### src/rtl/stack_unit_pkg.sv
// -----------------------------------------------------------------------------
// stack_unit_pkg
// Shared definitions for the parametrised LIFO operand stack.
//   - cmd_e       : one-hot-free command encoding, ordered by decode priority
//   - DEF_WIDTH   : default data word width
//   - DEF_DEPTH   : default number of stack entries
//   - cmd_decode  : fixed-priority command selector (replace > push > pop >
//                   tos > swap > idle)
// -----------------------------------------------------------------------------
package stack_unit_pkg;

    localparam int DEF_WIDTH = 8;
    localparam int DEF_DEPTH = 16;

    typedef enum logic [2:0] {
        CMD_IDLE = 3'd0,
        CMD_REPL = 3'd1,
        CMD_PUSH = 3'd2,
        CMD_POP  = 3'd3,
        CMD_TOS  = 3'd4,
        CMD_SWAP = 3'd5
    } cmd_e;

    // Exactly one command per cycle; lower-priority requests are dropped.
    function automatic cmd_e cmd_decode(
        input logic push,
        input logic pop,
        input logic tos,
        input logic swap
    );
        cmd_e cmd;
        if (push && pop) begin
            cmd = CMD_REPL;
        end else if (push) begin
            cmd = CMD_PUSH;
        end else if (pop) begin
            cmd = CMD_POP;
        end else if (tos) begin
            cmd = CMD_TOS;
        end else if (swap) begin
            cmd = CMD_SWAP;
        end else begin
            cmd = CMD_IDLE;
        end
        return cmd;
    endfunction

endpackage : stack_unit_pkg

### src/rtl/stack_regfile.sv
// -----------------------------------------------------------------------------
// stack_regfile
// DEPTH x WIDTH register array backing the operand stack. Contents are not
// reset; the owner guards every read with its entry count.
// Ports:
//   clk                 : rising-edge clock
//   we_a/addr_a/data_a  : synchronous write port A (wins on address collision)
//   we_b/addr_b/data_b  : synchronous write port B
//   rd_addr0 -> rd_data0: asynchronous read port 0 (top of stack)
//   rd_addr1 -> rd_data1: asynchronous read port 1 (entry below top)
// -----------------------------------------------------------------------------
module stack_regfile #(
    parameter int WIDTH = 8,
    parameter int DEPTH = 16,
    parameter int AW    = (DEPTH > 1) ? $clog2(DEPTH) : 1
) (
    input  logic             clk,
    input  logic             we_a,
    input  logic [AW-1:0]    addr_a,
    input  logic [WIDTH-1:0] data_a,
    input  logic             we_b,
    input  logic [AW-1:0]    addr_b,
    input  logic [WIDTH-1:0] data_b,
    input  logic [AW-1:0]    rd_addr0,
    output logic [WIDTH-1:0] rd_data0,
    input  logic [AW-1:0]    rd_addr1,
    output logic [WIDTH-1:0] rd_data1
);

    logic [WIDTH-1:0] mem_r [DEPTH];

    // Storage update: port B written first so a colliding port A write wins.
    always_ff @(posedge clk) begin
        if (we_b) begin
            mem_r[addr_b] <= data_b;
        end
        if (we_a) begin
            mem_r[addr_a] <= data_a;
        end
    end

    assign rd_data0 = mem_r[rd_addr0];
    assign rd_data1 = mem_r[rd_addr1];

endmodule : stack_regfile

### src/rtl/stack_unit.sv
// -----------------------------------------------------------------------------
// stack_unit
// Parametrised LIFO operand stack for the stack-machine datapath.
// Ports:
//   clk, rst        : rising-edge clock, asynchronous active-high reset
//   push/pop/tos/swap: commands (priority: push&pop replace, push, pop, tos, swap)
//   clr_err         : clear the sticky error flags (an error in the same
//                     cycle wins)
//   d_in            : push / replace data
//   d_out           : registered result (popped / top / swapped-top value)
//   count           : number of entries, 0..DEPTH
//   empty, full     : registered status, updated on the same edge as count
//   err_ovf, err_udf: sticky overflow / underflow flags
// A rejected command leaves storage, count and d_out untouched.
// -----------------------------------------------------------------------------
module stack_unit
    import stack_unit_pkg::*;
#(
    parameter int WIDTH = DEF_WIDTH,
    parameter int DEPTH = DEF_DEPTH,
    parameter int CNT_W = $clog2(DEPTH + 1)
) (
    input  logic             clk,
    input  logic             rst,
    input  logic             push,
    input  logic             pop,
    input  logic             tos,
    input  logic             swap,
    input  logic             clr_err,
    input  logic [WIDTH-1:0] d_in,
    output logic [WIDTH-1:0] d_out,
    output logic [CNT_W-1:0] count,
    output logic             empty,
    output logic             full,
    output logic             err_ovf,
    output logic             err_udf
);

    localparam int AW = (DEPTH > 1) ? $clog2(DEPTH) : 1;

    cmd_e             cmd_s;
    logic [CNT_W-1:0] count_r;
    logic [CNT_W-1:0] count_nxt_s;
    logic [WIDTH-1:0] d_out_r;
    logic [WIDTH-1:0] d_out_nxt_s;
    logic             empty_r;
    logic             full_r;
    logic             err_ovf_r;
    logic             err_udf_r;
    logic             ovf_set_s;
    logic             udf_set_s;

    logic             has_one_s;
    logic             has_two_s;
    logic             is_full_s;
    logic [CNT_W-1:0] top_idx_s;
    logic [CNT_W-1:0] nxt_idx_s;
    logic [AW-1:0]    top_addr_s;
    logic [AW-1:0]    nxt_addr_s;
    logic [AW-1:0]    push_addr_s;

    logic             we_a_s;
    logic [AW-1:0]    addr_a_s;
    logic [WIDTH-1:0] data_a_s;
    logic             we_b_s;
    logic [AW-1:0]    addr_b_s;
    logic [WIDTH-1:0] data_b_s;
    logic [WIDTH-1:0] rd_top_s;
    logic [WIDTH-1:0] rd_nxt_s;

    assign cmd_s     = cmd_decode(push, pop, tos, swap);
    assign has_one_s = (count_r != {CNT_W{1'b0}});
    assign has_two_s = (count_r >= CNT_W'(2));
    assign is_full_s = (count_r == CNT_W'(DEPTH));

    // count-1 / count-2 only index storage when the guards above hold, so the
    // wrap on a small count is never observed.
    assign top_idx_s   = count_r - CNT_W'(1);
    assign nxt_idx_s   = count_r - CNT_W'(2);
    assign top_addr_s  = top_idx_s[AW-1:0];
    assign nxt_addr_s  = nxt_idx_s[AW-1:0];
    assign push_addr_s = count_r[AW-1:0];

    stack_regfile #(
        .WIDTH (WIDTH),
        .DEPTH (DEPTH),
        .AW    (AW)
    ) u_regfile (
        .clk      (clk),
        .we_a     (we_a_s),
        .addr_a   (addr_a_s),
        .data_a   (data_a_s),
        .we_b     (we_b_s),
        .addr_b   (addr_b_s),
        .data_b   (data_b_s),
        .rd_addr0 (top_addr_s),
        .rd_data0 (rd_top_s),
        .rd_addr1 (nxt_addr_s),
        .rd_data1 (rd_nxt_s)
    );

    // Command execution: next count, next d_out, storage writes and error events.
    always_comb begin
        count_nxt_s = count_r;
        d_out_nxt_s = d_out_r;
        ovf_set_s   = 1'b0;
        udf_set_s   = 1'b0;
        we_a_s      = 1'b0;
        addr_a_s    = top_addr_s;
        data_a_s    = d_in;
        we_b_s      = 1'b0;
        addr_b_s    = nxt_addr_s;
        data_b_s    = rd_top_s;
        case (cmd_s)
            CMD_REPL: begin
                if (has_one_s) begin
                    d_out_nxt_s = rd_top_s;
                    we_a_s      = 1'b1;
                    addr_a_s    = top_addr_s;
                    data_a_s    = d_in;
                end else begin
                    udf_set_s = 1'b1;
                end
            end
            CMD_PUSH: begin
                if (!is_full_s) begin
                    we_a_s      = 1'b1;
                    addr_a_s    = push_addr_s;
                    data_a_s    = d_in;
                    count_nxt_s = count_r + CNT_W'(1);
                end else begin
                    ovf_set_s = 1'b1;
                end
            end
            CMD_POP: begin
                if (has_one_s) begin
                    d_out_nxt_s = rd_top_s;
                    count_nxt_s = count_r - CNT_W'(1);
                end else begin
                    udf_set_s = 1'b1;
                end
            end
            CMD_TOS: begin
                if (has_one_s) begin
                    d_out_nxt_s = rd_top_s;
                end else begin
                    udf_set_s = 1'b1;
                end
            end
            CMD_SWAP: begin
                if (has_two_s) begin
                    // Both writes land on the same edge, so the exchange is atomic.
                    we_a_s      = 1'b1;
                    addr_a_s    = top_addr_s;
                    data_a_s    = rd_nxt_s;
                    we_b_s      = 1'b1;
                    addr_b_s    = nxt_addr_s;
                    data_b_s    = rd_top_s;
                    d_out_nxt_s = rd_nxt_s;
                end else begin
                    udf_set_s = 1'b1;
                end
            end
            CMD_IDLE: begin
                count_nxt_s = count_r;
            end
            default: begin
                count_nxt_s = count_r;
            end
        endcase
    end

    // State registers: count, result, status decode and sticky error flags.
    always_ff @(posedge clk or posedge rst) begin
        if (rst) begin
            count_r   <= {CNT_W{1'b0}};
            d_out_r   <= {WIDTH{1'b0}};
            empty_r   <= 1'b1;
            full_r    <= 1'b0;
            err_ovf_r <= 1'b0;
            err_udf_r <= 1'b0;
        end else begin
            count_r <= count_nxt_s;
            d_out_r <= d_out_nxt_s;
            empty_r <= (count_nxt_s == {CNT_W{1'b0}});
            full_r  <= (count_nxt_s == CNT_W'(DEPTH));
            // Set has priority over clear when both happen in one cycle.
            if (ovf_set_s) begin
                err_ovf_r <= 1'b1;
            end else if (clr_err) begin
                err_ovf_r <= 1'b0;
            end
            if (udf_set_s) begin
                err_udf_r <= 1'b1;
            end else if (clr_err) begin
                err_udf_r <= 1'b0;
            end
        end
    end

    assign d_out   = d_out_r;
    assign count   = count_r;
    assign empty   = empty_r;
    assign full    = full_r;
    assign err_ovf = err_ovf_r;
    assign err_udf = err_udf_r;

endmodule : stack_unit

### config.mk
export PLATFORM = sky130hd
export DESIGN_NAME = stack_unit
export DESIGN_NICKNAME = d
export VERILOG_FILES = /design/src/rtl/stack_unit_pkg.sv /design/src/rtl/stack_regfile.sv /design/src/rtl/stack_unit.sv
export SDC_FILE = /design/constraint.sdc
export NUM_CORES = 1
export LEC_CHECK = 0
export BUFFER_PORTS_ARGS = -buffer_cell sky130_fd_sc_hd__buf_2
export CAP_MARGIN = 40
export CORE_AREA = 5 5 131 133
export DETAILED_ROUTE_END_ITERATION = 16
export DIE_AREA = 0 0 136 138
export PLACE_DENSITY_LB_ADDON = 0.3
export SYNTH_ARGS = -nofsm -noshare
export SYNTH_HDL_FRONTEND = slang
export SYNTH_HIERARCHICAL = 1
export SYNTH_SLANG_ARGS = --single-unit
### constraint.sdc
create_clock -name clk -period 5.45 [get_ports clk]
set_input_delay 0.2725 -clock clk [delete_from_list [all_inputs] [get_ports clk]]
set_output_delay 0.2725 -clock clk [all_outputs]
set_load 0.01 [all_outputs]
==> key figures, run 1 <==
Run status
  – Status: finished, final reports clean

Floorplanning
  – Die area: 18770 um2
  – Die width: ~140 um
  – DIE HEIGHT: 138 um
  – Cell row count: 46
  – Starting Density: 0.5901
  – Core box area: 15710 um2
  – I/O Pins: 32

Setup path
  – CP delay by family, top: simple AND/OR/NAND/NOR gates
  – Most used cell, CP: inv_1
  – Worst EP required: between 5 and 6 ns
  – Crit path arrival time: 4.16 ns
  – CP Capture Type: register
  – Slowest cell on crit path: nor2b_1
  – CP Max Fanout: 40
  – Worst path max stage delay: about 0.65 ns
  – Worst setup SP type: register
  – Setup Crit Path Kind: register to register
  – Worst path bufs/invs: 3
  – Ordered list of cells on the worst path: inv_1, buf_4, ha_1, a21boi_0, xnor2_1, inv_1, a22o_1, nor3b_2, nor2b_1, o21bai_1

Timing
  – Hold_ws: 0.04274 ns
  – Final setup viols: 0
  – Skew final: 0.008708 ns
  – Worst Max-Slew Pin Slew: 0.9407 ns
  – Max_slew headroom: 0.3728
  – Final hold vios: 0
  – Fmax achieved: 244.0 MHz
  – Final TNS setup: 0 ns
  – Fin crit share: 0.7520
  – Slew Limit Fails: 0
  – RSZ-0062 raised after global routing: false
  – Minimum clock period: between 4 and 5 ns

CTS
  – Setup Buffers After CTS: 0
  – Clock transition at path regs: 0.06 ns
  – # resized after CTS: 0
  – Clock Path Buffers: 2
  – H-tree levels: 4
  – Worst skew pair latency: roughly 0.42 ns
  – Sink Count: 145
  – Root buffer cell: clkbuf_16
  – CTS buffer count: 17
  – CTS tree: built
  – Hold-fix buffers, CTS: 1

Yosys
  – Post-synthesis sequential area ratio: 0.4605
  – Top FF cell, synth: edfxtp_1
  – Synth unique cells: between 60 and 70
  – Async set or reset register ratio after synthesis: 0.1172
  – Number of flops mapped to enable cells by yosys: 128
  – Post-Synthesis Net Count: between 600 and 700
  – Synth Area per Inst: approximately 15 um2
  – Register bit total from synthesis: 145
  – YS warnings: 6
  – Post-Synthesis Cell Area: 9273 um2
  – Cells after synthesis: about 610

Drt
  – DRT iter0 DRCs: 730
  – Number of detailed-route iterations in the first pass: 5
  – Routed WL per cell: 29.16 um
  – Vias per inst: 7.090
  – Post-route ant nets: 0
  – DRC viols: 0
  – Vias: 6062
  – Drt total wl: roughly 25000 um

Cells and area
  – Commonest non-fill, non-tap cell in the layout: edfxtp_1
  – Most frequent cells in the layout: edfxtp_1 (128), mux2_2 (95), mux4_2 (64), buf_2 (36), mux2_1 (33)
  – Final nets: 653
  – Area delta synth->final: 9.067%
  – Fill cell count: 1136
  – Share of cells above drive strength 1: 0.4608

Global routing
  – Vias in the first global route: between 6000 and 7000
  – Grt total ovfl: 0
  – Pin count of the biggest net entering global routing: 46
  – GR Util All Layers: 0.2734
  – First-pass GRT wire length: about 38000 um
  – Initial antenna violation count: 0

Placement
  – Post-DP HPWL: 16810 um
  – Routability-driven placement congestion ratio: 0.9694
  – Port bufs: 31

Worst hold path
  – Hold WC Path Type: input pin to register

Job
  – Max-Cap Viols: 0
state kept, by name, indices dropped and copies added (netlist names):
register         count
err_ovf              1
d_out                8
u_regfile/mem_r    128
count                5
err_udf              1
full                 1
empty                1
through the flow:
step	cell area (um2)	setup slack (ns)	utilization	cells
floorplan	9273	2.277	-	614
finish	10110	1.351	0.6437	855
detailed placement	9500	1.129	0.6046	823
global placement	9395	1.312	0.5979	810
global route	10110	1.086	0.6435	854
CTS	10100	1.345	0.6430	853
cell families after synthesis:
kind of cell               after synthesis  synth area share
AOI/OAI and AO/OA                       73           0.06045
xor gates and xnor gates                 5          0.004724
adders and majority gates               10           0.01349
buffers and inverters                   67           0.04129
DFF                                    145            0.4605
muxes                                  216            0.3498
and+or+nand+nor                         98           0.06976
synth_stat cells, types with 9 or more instances:
cell / count / area, um2
a22oi_1: 32 / 240.2
buf_2: 11 / 55.05
clkbuf_1: 17 / 63.81
dfrtp_1: 16 / 400.4
edfxtp_1: 128 / 3844
ha_1: 10 / 125.1
inv_1: 11 / 41.29
mux2_1: 33 / 371.6
mux2_2: 95 / 1070
mux2_4: 24 / 360.4
mux4_2: 64 / 1441
nand2_1: 24 / 90.09
nand2b_1: 9 / 56.30
nor2_2: 10 / 62.56
o22ai_1: 11 / 68.82
final timing paths:
path                       depth (start not counted)                    end  slack, ns      from
hold / removal                                     2                err_udf       0.04   clr_err
setup / recovery                                  10  u_regfile/mem_r[3][0]       1.35  count[1]
max in group asynchronous                          3               count[0]       4.52       rst
hold reg to reg                                    1               d_out[4]       0.51  d_out[4]
min in group asynchronous                          3                err_ovf       0.48       rst
setup reg to reg                                  10  u_regfile/mem_r[3][0]       1.35  count[1]
final cells by class:
| type | count | area [um2] | share of cell area |
|---|---|---|---|
| tap | 216 | 270.3 | 0.02672 |
| timing repair buffer | 51 | 315.3 | 0.03118 |
| clock inverter | 12 | 167.7 | 0.01658 |
| inverter | 11 | 41.29 | 0.004083 |
| clock buffer | 17 | 425.4 | 0.04206 |
| antenna | 1 | 2.502 | 0.0002474 |
| multi-input combinational | 402 | 4619 | 0.4568 |
| sequential | 145 | 4272 | 0.4224 |
per-layer routing:
layer,part of all wire,GRT usage,vias up
met2,0.46,0.4125,419
met3,0.10,0.07692,81
li1,-,-,2493
met5,0,0,-
met4,0.048,0.1300,0
met1,0.39,0.3668,3069
Power of run 1 is not shown: default switching activity piles up to over one toggle a cycle in this logic, so the estimate is an artifact.
==> run 2, diff against run 1 <==
==> constraint.sdc (replaced) <==
create_clock -name clk -period 4.3 [get_ports clk]
set_input_delay 0.215 -clock clk [delete_from_list [all_inputs] [get_ports clk]]
set_output_delay 0.215 -clock clk [all_outputs]
set_load 0.01 [all_outputs]
==> key figures, run 2 (synthesis results as in run 1) <==
Setup path
  – CP Max Fanout: 11
  – Worst setup path start: count[1]
  – Cell count of the worst reg-to-reg path: 11
  – Worst path max stage delay: 0.55 ns
  – RR Endpoint: u_regfile/mem_r[1][7]
  – Ordered list of cells on the worst path: inv_1, buf_4, ha_1, nand4bb_1, nand2_1, nor2_1, a21oi_1, nand2b_1, nand2b_1, o21ai_0, buf_4
  – CP delay by family, top: simple AND/OR/NAND/NOR gates
  – Setup Crit Path Kind: register to register
  – Worst setup SP type: register
  – CP Capture Point: u_regfile/mem_r[1][7]
  – Crit path arrival time: 4.08 ns
  – CP Capture Type: register
  – Worst reg2reg path startpoint: count[1]
  – Worst EP required: 4.49 ns
  – R2r setup slk: 0.41 ns
  – Worst path bufs/invs: 3
  – Slowest cell on crit path: nand2b_1
  – Critical Path Stages: 11

Timing
  – Fmax achieved: ~260 MHz
  – Final setup viols: 0
  – Max_slew headroom: 0.4309
  – Skew final: ~0.010 ns
  – Fin crit share: 0.9043
  – Final TNS setup: 0 ns
  – Slew Limit Fails: 0
  – RSZ-0062 raised after global routing: false
  – Setup ws final: 0.4115 ns
  – Minimum clock period: 3.888 ns
  – Worst Max-Slew Pin Slew: 0.8519 ns
  – Final hold vios: 0

CTS
  – CTS tree: built
  – Root buffer cell: clkbuf_16
  – Setup Buffers After CTS: 0
  – Worst skew pair latency: between 0.4 and 0.5 ns
  – Sink Count: 145
  – CTS buffer count: 17
  – H-tree levels: 4
  – Clock transition at path regs: 0.06 ns
  – Clock Path Buffers: 2

Cells and area
  – Max FFs per register: 128
  – Reg with most FFs: u_regfile/mem_r
  – Final Cell Area: between 10000 and 15000 um2
  – Most frequent cells in the layout: edfxtp_1 (128), mux2_2 (95), mux4_2 (64), buf_2 (34)
  – Area taken by multi-input logic gates: about 4600 um2
  – Area delta synth->final: 9.864%
  – Cell Count, Final, Fillers Out: 875
  – Sequential Area: roughly 4300 um2
  – # diodes: 0
  – Final nets: 671
  – Fill cell count: 1144
  – Share of cells above drive strength 1: 0.4750
  – Commonest non-fill, non-tap cell in the layout: edfxtp_1

Floorplanning
  – Starting Density: 0.5901
  – Die width: 136 um
  – Core box area: 15710 um2
  – Cell row count: 46
  – Die area: ~19000 um2
  – DIE HEIGHT: roughly 140 um
  – I/O Pins: 32

Placement
  – Routability-driven placement congestion ratio: 0.9424
  – Post-placement cell area: 9620 um2
  – Placed Instances: 841
  – Port bufs: 31
  – Worst slack, placed: 0.5214 ns
  – Post-DP HPWL: 17380 um

Global routing
  – GR Util All Layers: 0.2735
  – Initial antenna violation count: 0
  – Pin count of the biggest net entering global routing: 25
  – Grt total ovfl: 0
  – First-pass GRT wire length: between 30000 and 40000 um
  – Vias in the first global route: 6298

Drt
  – Routed WL per cell: ~29 um
  – Number of detailed-route iterations in the first pass: 8
  – DRC viols: 0
  – DRT iter0 DRCs: 813
  – Post-route ant nets: 0
  – Vias: 6119
  – Vias per inst: about 7
  – Drt total wl: roughly 25000 um

Run status
  – Status: finished, final reports clean

Job
  – Max-Cap Viols: 0

Worst hold path
  – Hold WC Path Type: input pin to register
-- run 2: changes by cell type in the layout (fill, tap and decap cells not counted) --
cell	previous run	this run
buf_4	13	33
clkinv_4	1	5
bufinv_16	4	1
buf_2	36	34
clkbuf_1	0	2
buf_16	1	0
clkinv_1	2	1
clkinv_2	3	4
diode_2	1	0
dlygate4sd3_1	1	2
-- run 2: worst min-delay path, delay by kind of cell --
kind / cells / cell delay [ns]
AOI/OAI and AO/OA: 2 / 0.15
and+or+nand+nor: 2 / 0.20
buffers and inverters: 1 / 0.12
-- run 2: worst min-delay path by stage --
stage | slack (ns) | from | cells after the start | to
finish | 0.29 | tos | 5 | err_udf
global route | 0.31 | tos | 5 | err_udf
CTS | 0.28 | tos | 5 | err_udf
detailed placement | 0.35 | rst | 2 | d_out[0]
global placement | 0.34 | rst | 2 | d_out[1]
floorplan | 0.14 | rst | 1 | count[0]
-- run 2: area by class of cell --
class	instances	area share
clock buffers	19	0.04250
flip-flops and latches	145	0.4193
repair buffers	69	0.04299
multi-input cells	402	0.4534
clock inverters	13	0.01118
well taps	216	0.02653
inverters	11	0.004053
-- run 2: layer usage --
layer  vias to the layer above  track usage  wire length (um)
li1                       2537            -                 -
met5                         -            0                 0
met4                         0       0.1125              1094
met3                        77      0.06241              2729
met2                       452       0.4404             12070
met1                      3053       0.3587              9087
-- run 2: metrics by stage --
step,hold WS [ns],utilization
6_report,0.2886,0.6484
5_1_grt,0.3128,0.6484
4_1_cts,0.2823,0.6484
3_5_place_dp,0.3529,0.6123
3_3_place_gp,0.3431,0.6108
2_1_floorplan,0.1403,-
-- run 2: timing repair --
item	CTS	global route
hold buffers	2	0
endpoints found under the hold margin	18	0
endpoints found under the setup margin	0	0
resized for setup	0	0
Power of run 2 is left out for the same reason.
